--- config.mk ---
export PLATFORM = sky130hd
export DESIGN_NAME = alu_n_bit_pipe_flat
export DESIGN_NICKNAME = d
export VERILOG_FILES = /design/src/rtl/alu_n_bit_pipe_if.sv /design/src/rtl/alu_n_bit_pipe.sv /design/src/flat_wrapper.sv
export SDC_FILE = /design/constraint.sdc
export NUM_CORES = 1
export LEC_CHECK = 0
export ABC_AREA = 1
export BUFFER_PORTS_ARGS = -buffer_cell sky130_fd_sc_hd__buf_2
export CAP_MARGIN = 20
export CORE_UTILIZATION = 55
export DETAILED_ROUTE_END_ITERATION = 8
export PLACE_DENSITY_LB_ADDON = 0.15
export SETUP_SLACK_MARGIN = 0.05
export SYNTH_ARGS = -nofsm -noshare
export SYNTH_HDL_FRONTEND = slang
export SYNTH_SLANG_ARGS = --single-unit
export TNS_END_PERCENT = 1
--- constraint.sdc ---
create_clock -name CLK -period 2.15 [get_ports CLK]
set_input_delay 0.1075 -clock CLK [delete_from_list [all_inputs] [get_ports CLK]]
set_output_delay 0.1075 -clock CLK [all_outputs]
set_load 0.05 [all_outputs]
--- src/rtl/alu_n_bit_pipe_if.sv ---
// ----------------------------------------------------------------------------
// alu_n_bit_pipe_if
// Handshake and data bundle between the instruction decode stage, the
// pipelined ALU and the register write-back stage.
//
// Parameters:
//   WIDTH  operand/result width
//   OPC_W  opcode width
//
// Signals:
//   IN_VALID / IN_READY    input handshake (transfer when both high)
//   OP_A, OP_B, OPCODE     operands and operation select
//   OUT_VALID / OUT_READY  output handshake (transfer when both high)
//   ALU_OUT                result
//   CARRY ZERO NEG OVF ERR status flags travelling with ALU_OUT
//
// Modports:
//   master  producer of operations and consumer of results (datapath side)
//   slave   the ALU itself
// ----------------------------------------------------------------------------
interface alu_n_bit_pipe_if #(
    parameter int WIDTH = 8,
    parameter int OPC_W = 8
);
    logic             IN_VALID;
    logic             IN_READY;
    logic [WIDTH-1:0] OP_A;
    logic [WIDTH-1:0] OP_B;
    logic [OPC_W-1:0] OPCODE;
    logic             OUT_VALID;
    logic             OUT_READY;
    logic [WIDTH-1:0] ALU_OUT;
    logic             CARRY;
    logic             ZERO;
    logic             NEG;
    logic             OVF;
    logic             ERR;

    modport master (
        output IN_VALID, OP_A, OP_B, OPCODE, OUT_READY,
        input  IN_READY, OUT_VALID, ALU_OUT, CARRY, ZERO, NEG, OVF, ERR
    );

    modport slave (
        input  IN_VALID, OP_A, OP_B, OPCODE, OUT_READY,
        output IN_READY, OUT_VALID, ALU_OUT, CARRY, ZERO, NEG, OVF, ERR
    );
endinterface

--- src/rtl/alu_n_bit_pipe.sv ---
// ----------------------------------------------------------------------------
// alu_n_bit_pipe
// Two-stage pipelined WIDTH-bit ALU with valid/ready handshakes on both sides.
// Stage 1 captures operands and opcode; stage 2 captures the result and the
// CARRY/ZERO/NEG/OVF/ERR flags. One operation per cycle when not stalled.
//
// Ports:
//   CLK    rising-edge clock
//   RESET  asynchronous active-low reset
//   bus    alu_n_bit_pipe_if.slave (handshakes, operands, result, flags)
//
// Build option:
//   ALU_SAT_EN  when defined, opcodes 0xC/0xD are signed saturating add/sub;
//               otherwise they are illegal and no saturation logic exists.
// ----------------------------------------------------------------------------
module alu_n_bit_pipe #(
    parameter int WIDTH = 8,
    parameter int OPC_W = 8
) (
    input  logic CLK,
    input  logic RESET,
    alu_n_bit_pipe_if.slave bus
);
    localparam int MSB = WIDTH - 1;
    localparam int SHW = $clog2(WIDTH);
    localparam logic [SHW:0] WIDTH_V = (SHW + 1)'(WIDTH);
`ifdef ALU_SAT_EN
    localparam logic [WIDTH-1:0] SAT_MAX = {1'b0, {(WIDTH - 1){1'b1}}};
    localparam logic [WIDTH-1:0] SAT_MIN = {1'b1, {(WIDTH - 1){1'b0}}};
`else
    // Saturation clamp values only exist in the saturating build.
`endif

    typedef struct packed {
        logic carry;
        logic zero;
        logic neg;
        logic ovf;
        logic err;
    } flags_t;

    // Signed overflow of a+b: operands agree in sign, result does not.
    function automatic logic add_overflow(input logic a_msb, input logic b_msb, input logic r_msb);
        return (a_msb == b_msb) & (r_msb != a_msb);
    endfunction

    // Signed overflow of a-b: operands differ in sign, result sign differs from a.
    function automatic logic sub_overflow(input logic a_msb, input logic b_msb, input logic r_msb);
        return (a_msb != b_msb) & (r_msb != a_msb);
    endfunction

    logic             s1_v_q,   s1_v_d;
    logic [WIDTH-1:0] s1_a_q,   s1_a_d;
    logic [WIDTH-1:0] s1_b_q,   s1_b_d;
    logic [OPC_W-1:0] s1_op_q,  s1_op_d;
    logic             s2_v_q,   s2_v_d;
    logic [WIDTH-1:0] s2_res_q, s2_res_d;
    flags_t           s2_flg_q, s2_flg_d;

    logic                    s1_adv_s;
    logic                    in_ready_s;
    logic                    accept_s;
    logic [SHW-1:0]          amt_s;
    logic [WIDTH:0]          sum_s;
    logic [WIDTH:0]          diff_s;
    logic                    add_ovf_s;
    logic                    sub_ovf_s;
    logic [WIDTH:0]          shl_s;
    logic [WIDTH:0]          shr_s;
    logic signed [WIDTH:0]   asr_s;
    logic [WIDTH-1:0]        rol_s;
    logic [WIDTH-1:0]        ror_s;
    logic                    op_hi_zero_s;
`ifdef ALU_SAT_EN
    logic [WIDTH-1:0]        adds_s;
    logic [WIDTH-1:0]        subs_s;
`else
    // No saturating datapath in the default build.
`endif
    logic [WIDTH-1:0]        res_s;
    logic                    carry_s;
    logic                    ovf_s;
    logic                    err_s;
    logic                    cmp_s;
    logic [WIDTH-1:0]        flag_src_s;
    logic [WIDTH-1:0]        alu_res_s;
    flags_t                  alu_flg_s;

    // Handshake: S1 may move on when S2 is empty or being drained this cycle.
    always_comb begin
        s1_adv_s   = ~s2_v_q | bus.OUT_READY;
        in_ready_s = ~s1_v_q | s1_adv_s;
        accept_s   = bus.IN_VALID & in_ready_s;
    end

    // Stage 1 next state: load on accept, empty when advancing without a new op.
    always_comb begin
        s1_v_d  = s1_v_q;
        s1_a_d  = s1_a_q;
        s1_b_d  = s1_b_q;
        s1_op_d = s1_op_q;
        if (in_ready_s) begin
            s1_v_d = bus.IN_VALID;
        end else begin
            s1_v_d = s1_v_q;
        end
        if (accept_s) begin
            s1_a_d  = bus.OP_A;
            s1_b_d  = bus.OP_B;
            s1_op_d = bus.OPCODE;
        end else begin
            s1_a_d  = s1_a_q;
            s1_b_d  = s1_b_q;
            s1_op_d = s1_op_q;
        end
    end

    // Candidate results for every operation, all derived from the S1 operands.
    always_comb begin
        amt_s     = s1_b_q[SHW-1:0];
        sum_s     = {1'b0, s1_a_q} + {1'b0, s1_b_q};
        // Top bit of the extended difference is the unsigned borrow.
        diff_s    = {1'b0, s1_a_q} - {1'b0, s1_b_q};
        add_ovf_s = add_overflow(s1_a_q[MSB], s1_b_q[MSB], sum_s[MSB]);
        sub_ovf_s = sub_overflow(s1_a_q[MSB], s1_b_q[MSB], diff_s[MSB]);
        // Shifts carry one guard bit so the last bit shifted out lands there;
        // with amount 0 the guard bit stays 0.
        shl_s     = {1'b0, s1_a_q} << amt_s;
        shr_s     = {s1_a_q, 1'b0} >> amt_s;
        asr_s     = $signed({s1_a_q, 1'b0}) >>> amt_s;
        // A shift by WIDTH yields 0, so amount 0 degenerates to A.
        rol_s     = (s1_a_q << amt_s) | (s1_a_q >> (WIDTH_V - {1'b0, amt_s}));
        ror_s     = (s1_a_q >> amt_s) | (s1_a_q << (WIDTH_V - {1'b0, amt_s}));
        op_hi_zero_s = ((s1_op_q >> 3'd4) == {OPC_W{1'b0}});
    end

`ifdef ALU_SAT_EN
    // Saturating add/sub: clamp towards the sign of A when overflow occurs.
    always_comb begin
        adds_s = sum_s[MSB:0];
        subs_s = diff_s[MSB:0];
        if (add_ovf_s) begin
            adds_s = s1_a_q[MSB] ? SAT_MIN : SAT_MAX;
        end else begin
            adds_s = sum_s[MSB:0];
        end
        if (sub_ovf_s) begin
            subs_s = s1_a_q[MSB] ? SAT_MIN : SAT_MAX;
        end else begin
            subs_s = diff_s[MSB:0];
        end
    end
`else
    // Opcodes 0xC/0xD fall into the illegal-opcode branch below.
`endif

    // Operation select: result, carry, overflow and legality.
    always_comb begin
        res_s   = {WIDTH{1'b0}};
        carry_s = 1'b0;
        ovf_s   = 1'b0;
        err_s   = 1'b0;
        cmp_s   = 1'b0;
        if (op_hi_zero_s) begin
            case (s1_op_q[3:0])
                4'h0: begin res_s = sum_s[MSB:0];  carry_s = sum_s[WIDTH];  ovf_s = add_ovf_s; end
                4'h1: begin res_s = diff_s[MSB:0]; carry_s = diff_s[WIDTH]; ovf_s = sub_ovf_s; end
                4'h2: res_s = s1_a_q & s1_b_q;
                4'h3: res_s = s1_a_q | s1_b_q;
                4'h4: res_s = s1_a_q ^ s1_b_q;
                4'h5: res_s = ~s1_a_q;
                4'h6: begin res_s = shl_s[MSB:0];   carry_s = shl_s[WIDTH]; end
                4'h7: begin res_s = shr_s[WIDTH:1]; carry_s = shr_s[0];     end
                4'h8: begin res_s = asr_s[WIDTH:1]; carry_s = asr_s[0];     end
                // Rotate carry is the bit that wrapped around.
                4'h9: begin res_s = rol_s; carry_s = (amt_s != {SHW{1'b0}}) & rol_s[0];   end
                4'hA: begin res_s = ror_s; carry_s = (amt_s != {SHW{1'b0}}) & ror_s[MSB]; end
                4'hB: begin cmp_s = 1'b1; carry_s = diff_s[WIDTH]; ovf_s = sub_ovf_s; end
`ifdef ALU_SAT_EN
                4'hC: begin res_s = adds_s; ovf_s = add_ovf_s; end
                4'hD: begin res_s = subs_s; ovf_s = sub_ovf_s; end
`else
                // 0xC/0xD handled by default as illegal.
`endif
                default: err_s = 1'b1;
            endcase
        end else begin
            err_s = 1'b1;
        end
    end

    // Final result and flags; CMP takes ZERO/NEG from A-B, ERR clears everything else.
    always_comb begin
        flag_src_s = cmp_s ? diff_s[MSB:0] : res_s;
        alu_res_s  = {WIDTH{1'b0}};
        alu_flg_s  = '{carry: 1'b0, zero: 1'b0, neg: 1'b0, ovf: 1'b0, err: 1'b0};
        if (err_s) begin
            alu_res_s     = {WIDTH{1'b0}};
            alu_flg_s.err = 1'b1;
        end else begin
            alu_res_s       = res_s;
            alu_flg_s.carry = carry_s;
            alu_flg_s.zero  = (flag_src_s == {WIDTH{1'b0}});
            alu_flg_s.neg   = flag_src_s[MSB];
            alu_flg_s.ovf   = ovf_s;
            alu_flg_s.err   = 1'b0;
        end
    end

    // Stage 2 next state: load from S1 on advance, hold while stalled.
    always_comb begin
        s2_v_d   = s2_v_q;
        s2_res_d = s2_res_q;
        s2_flg_d = s2_flg_q;
        if (s1_adv_s) begin
            s2_v_d = s1_v_q;
        end else begin
            s2_v_d = s2_v_q;
        end
        if (s1_adv_s & s1_v_q) begin
            s2_res_d = alu_res_s;
            s2_flg_d = alu_flg_s;
        end else begin
            s2_res_d = s2_res_q;
            s2_flg_d = s2_flg_q;
        end
    end

    // Stage 1 registers.
    always_ff @(posedge CLK or negedge RESET) begin
        if (!RESET) begin
            s1_v_q  <= 1'b0;
            s1_a_q  <= {WIDTH{1'b0}};
            s1_b_q  <= {WIDTH{1'b0}};
            s1_op_q <= {OPC_W{1'b0}};
        end else begin
            s1_v_q  <= s1_v_d;
            s1_a_q  <= s1_a_d;
            s1_b_q  <= s1_b_d;
            s1_op_q <= s1_op_d;
        end
    end

    // Stage 2 registers; these drive the outputs directly.
    always_ff @(posedge CLK or negedge RESET) begin
        if (!RESET) begin
            s2_v_q   <= 1'b0;
            s2_res_q <= {WIDTH{1'b0}};
            s2_flg_q <= '{carry: 1'b0, zero: 1'b0, neg: 1'b0, ovf: 1'b0, err: 1'b0};
        end else begin
            s2_v_q   <= s2_v_d;
            s2_res_q <= s2_res_d;
            s2_flg_q <= s2_flg_d;
        end
    end

    assign bus.IN_READY  = in_ready_s;
    assign bus.OUT_VALID = s2_v_q;
    assign bus.ALU_OUT   = s2_res_q;
    assign bus.CARRY     = s2_flg_q.carry;
    assign bus.ZERO      = s2_flg_q.zero;
    assign bus.NEG       = s2_flg_q.neg;
    assign bus.OVF       = s2_flg_q.ovf;
    assign bus.ERR       = s2_flg_q.err;
endmodule

--- src/flat_wrapper.sv ---
// flat-port wrapper written by rule: the top's interface ports become plain ports
module alu_n_bit_pipe_flat 
#(
    parameter int WIDTH = 8,
    parameter int OPC_W = 8
)
  (CLK, RESET, bus_IN_VALID, bus_OP_A, bus_OP_B, bus_OPCODE, bus_OUT_READY, bus_IN_READY, bus_OUT_VALID, bus_ALU_OUT, bus_CARRY, bus_ZERO, bus_NEG, bus_OVF, bus_ERR);
  alu_n_bit_pipe_if #(.WIDTH(WIDTH), .OPC_W(OPC_W)) bus_i ();
  input  logic CLK;
  input  logic RESET;
  input wire logic [$bits(bus_i.IN_VALID)-1:0] bus_IN_VALID;
  input wire logic [$bits(bus_i.OP_A)-1:0] bus_OP_A;
  input wire logic [$bits(bus_i.OP_B)-1:0] bus_OP_B;
  input wire logic [$bits(bus_i.OPCODE)-1:0] bus_OPCODE;
  input wire logic [$bits(bus_i.OUT_READY)-1:0] bus_OUT_READY;
  output wire logic [$bits(bus_i.IN_READY)-1:0] bus_IN_READY;
  output wire logic [$bits(bus_i.OUT_VALID)-1:0] bus_OUT_VALID;
  output wire logic [$bits(bus_i.ALU_OUT)-1:0] bus_ALU_OUT;
  output wire logic [$bits(bus_i.CARRY)-1:0] bus_CARRY;
  output wire logic [$bits(bus_i.ZERO)-1:0] bus_ZERO;
  output wire logic [$bits(bus_i.NEG)-1:0] bus_NEG;
  output wire logic [$bits(bus_i.OVF)-1:0] bus_OVF;
  output wire logic [$bits(bus_i.ERR)-1:0] bus_ERR;
  assign bus_i.IN_VALID = bus_IN_VALID;
  assign bus_i.OP_A = bus_OP_A;
  assign bus_i.OP_B = bus_OP_B;
  assign bus_i.OPCODE = bus_OPCODE;
  assign bus_i.OUT_READY = bus_OUT_READY;
  assign bus_IN_READY = bus_i.IN_READY;
  assign bus_OUT_VALID = bus_i.OUT_VALID;
  assign bus_ALU_OUT = bus_i.ALU_OUT;
  assign bus_CARRY = bus_i.CARRY;
  assign bus_ZERO = bus_i.ZERO;
  assign bus_NEG = bus_i.NEG;
  assign bus_OVF = bus_i.OVF;
  assign bus_ERR = bus_i.ERR;
  alu_n_bit_pipe #(.WIDTH(WIDTH), .OPC_W(OPC_W)) u_core (.CLK(CLK), .RESET(RESET), .bus(bus_i));
endmodule
==> flow_summary.yaml <==
run_status:
  status: "finished, violations left"
  violations: "setup timing"
cts:
  cts_tree: "built"
  clk-insertion-delay-late_ns: 0.30
  clk_pin_slew_worst_paths_ns: 0.08
  cts.path.max_buffers: 2
  cts_buffers: 5
  h-tree-depth: 2
  cts_sinks: 39
  root_buffer: "clkbuf_8"
power_and_ir_drop:
  vdd_drop_max_mv: 0.491
  p_comb_share_pct: 63.4
  p_leak_nw: 2.82
  switching_share_pct: 48.5
  cell_internal_pwr_mw: 2.15
  seqPwrFrac_pct: 21.4
  clkPwrFrac_pct: 15.2
  pwr_density_cell_nw_per_um2: 790
  p_switching_mw: 2.02
timing:
  max_clock_freq_mhz: 450
  finalHoldViolCount: 0
  worst_hold_slack_ns: 0.0355
  period_needed_ns: 2.22
  tightest_slew_ns: 0.882
  fin_crit_sh_pct: 103
  slew_violations: 0
  setup_viol: 6
  rsz0062_at_grt: "yes"
  fin_skew_ns: 0.00329
  relSlewSlack_pct: 41.2
  layout_setup_ws_ns: -0.0701
setup_path:
  cp.arrival_ns: 2.44
  critPathTopFamily: "buffers and inverters"
  required_ns: 2.37
  path_buf_inv: 5
  crit_fanout: 6
  critPathLaunchType: "flip-flop"
  timing.rr.start: "u_core.s1_b_q[0]"
  r2r_slack_ns: -0.07
  reg2reg_to: "u_core.bus.ALU_OUT[3]"
  reg2reg_depth: 15
  crit_path_cell_trace: "inv_2 -> ha_4 -> ha_4 -> inv_2 -> a21oi_4 -> buf_6 -> nand2_1 -> nand3_1 -> nand2_1 -> inv_1 -> nor2_1 -> nand3_1 -> nand2_1 -> buf_4 -> o21ai_0"
  endpoint_kind: "flip-flop"
  slowest_delay_ns: 0.46
  worst-setup-path-type: "flip-flop to flip-flop"
  crit_start: "u_core.s1_b_q[0]"
  crit_path_frequent_cell: "nand2_1"
  cp_slowest_cell: "dfrtp_2"
min_path:
  min_from: "bus_OPCODE[7]"
  hold_depth: 2
  min_to: "u_core.s1_op_q[7]"
  hold_path.class: "input pin to flip-flop"
floorplanning:
  fp.coreArea_um2: 7330
  start_util_pct: 57.6
  pin_count: 43
  die_h_um: 89.6
  num_rows: 31
  dieWidth_um: 89.6
  dieArea_um2: 8030
routing:
  antenna_left: 0
  drc: 0
  drt-total-wl_um: 14600
  first_pass_iters: 5
  via_count: 5176
  routed_via_density: 5.84
  wl_per_cell_um: 16.5
  drtIter0Drc: 426
logic_synthesis:
  syn-cell-area_um2: 4220
  ys.flop_type: "dfrtp_1"
  yosys_warnings: 0
  synth_cells: 693
  syn_nets: 751
  syn_avg_cell_area_um2: 6.09
  synth-seq-area-share_pct: 23.1
  synth-seq-cells: 39
  synth-edff-count: 0
  yosysUniqueCellTypes: 39
  async_reset_ff_share_pct: 100
place:
  dp_cells: 875
  gp_congestion: 1.04
  portBuffers: 42
  pre_cts_slack_ns: -0.0801
  dpl.hpwl_um: 11200
job:
  cap_violations: 0
global_route:
  antenna_found_initial: 0
  grt_max_degree: 40
  grt_pass1_wl_um: 23200
  grt_overflow_total: 0
  track_usage_pct: 38.2
  grt_pass1_vias: 4749
layout:
  syn2layout_area_growth_pct: 25.1
  finalNonFillerCells: 887
  multi_input_area_um2: 3020
  fill_cells: 609
  area.sequential_um2: 977
  drive_above_1_share_pct: 24.2
  finish.utilization_pct: 72.0
  antenna_cells: 0
  nets: 845
## cells in the mapped netlist, types with 3 or more instances
| library cell | instances | area share (%) |
|---|---|---|
| a21oi_1 | 36 | 4.3 |
| buf_2 | 13 | 1.5 |
| buf_6 | 3 | 0.80 |
| clkbuf_1 | 6 | 0.53 |
| dfrtp_1 | 39 | 23 |
| ha_1 | 28 | 8.3 |
| inv_1 | 67 | 6.0 |
| inv_2 | 5 | 0.44 |
| mux2_2 | 4 | 1.1 |
| nand2_1 | 207 | 18 |
| nand2_2 | 6 | 0.89 |
| nand3_1 | 125 | 15 |
| nand4_1 | 11 | 1.6 |
| nor2_1 | 81 | 7.2 |
| nor2_2 | 5 | 0.74 |
| nor3_1 | 3 | 0.36 |
| o21ai_0 | 23 | 2.7 |
| o21ai_1 | 3 | 0.36 |
## power groups by stage
stage	Clock (mW)	Sequential [mW]	Combinational, mW
final	0.632	0.895	2.65
after global routing	0.669	0.906	2.87
after CTS	0.644	0.891	2.43
after detailed placement	0	0.903	2.37
after global placement	0	0.896	2.34
after floorplan	0	0.968	1.52
## stage by stage
step	setup TNS (ns)	area [um2]	power [mW]
floorplan	-0.0238	4270	2.49
global placement	-0.00633	4950	3.23
detailed placement	-0.201	4950	3.28
CTS	-0.00296	5140	3.96
global route	-1.45	5280	4.45
finish	-0.305	5280	4.17
## logic make-up after synthesis
| family | Yosys count | share of synthesized area, % |
|---|---|---|
| XOR/XNOR | 2 | 0.415 |
| multiplexers | 4 | 1.07 |
| AND/OR/NAND/NOR | 445 | 45.9 |
| AO/OA/AOI/OAI | 77 | 10.6 |
| adder cells (fa/ha/maj) | 30 | 9.25 |
| buffers and inverters | 96 | 9.64 |
| flip-flops | 39 | 23.1 |
## placed cells by master, fill, tap and decap left out, types with 5 or more instances in the layout
master,n
nand2_1,199
nand3_1,120
nor2_1,75
buf_4,62
inv_1,58
buf_2,42
dfrtp_1,38
a21oi_1,32
o21ai_0,23
ha_1,17
nand2_2,14
inv_2,12
nand4_1,11
nor2_2,10
ha_4,7
nand3_2,6
clkbuf_8,5
buf_6,5
## per-layer routing
metal	GRT usage, %	up-vias	wire length (um)
met3	8.59	76	1420
met5	0	-	0
li1	-	2453	-
met1	48.1	2335	5810
met4	18.6	0	667
met2	61.8	312	6700
## flip-flops by register name, summed over array words and instances (netlist names)
name / cells
u_core.bus.ERR: 1
u_core.bus.ZERO: 1
u_core.s1_a_q: 8
u_core.s1_b_q: 8
u_core.s1_v_q: 1
u_core.bus.CARRY: 1
u_core.bus.NEG: 1
u_core.bus.OVF: 1
u_core.s1_op_q: 8
u_core.bus.OUT_VALID: 1
u_core.bus.ALU_OUT: 8
## layout make-up
| cell class | instances | share of cell area, % |
|---|---|---|
| clock buffers | 5 | 1.30 |
| clock inverters | 3 | 0.829 |
| inverters | 72 | 5.31 |
| multi-input cells | 558 | 57.3 |
| flip-flops and latches | 39 | 18.5 |
| well taps | 99 | 2.35 |
| repair buffers | 111 | 14.4 |
## repair_timing
| action | 4_1_cts | 5_1_grt |
|---|---|---|
| resized for setup | 17 | 35 |
| setup endpoints to repair | 11 | 12 |
| buffers inserted | 0 | 3 |
| hold buffers | 1 | 0 |
| pin swaps | 1 | 5 |
| endpoints found under the hold margin | 39 | 0 |
## worst max-delay path by stage
stage,endpoint,slack (ns),depth (start not counted)
after floorplan,u_core.bus.ZERO,-0.02,18
after global placement,u_core.bus.ZERO,-0.006,13
after detailed placement,u_core.bus.ZERO,-0.08,15
after CTS,u_core.bus.ZERO,-0.003,15
after global routing,u_core.bus.ZERO,-0.23,18
final,u_core.bus.ALU_OUT[3],-0.07,15
No activity file was read; power rests on OpenSTA's default activity.
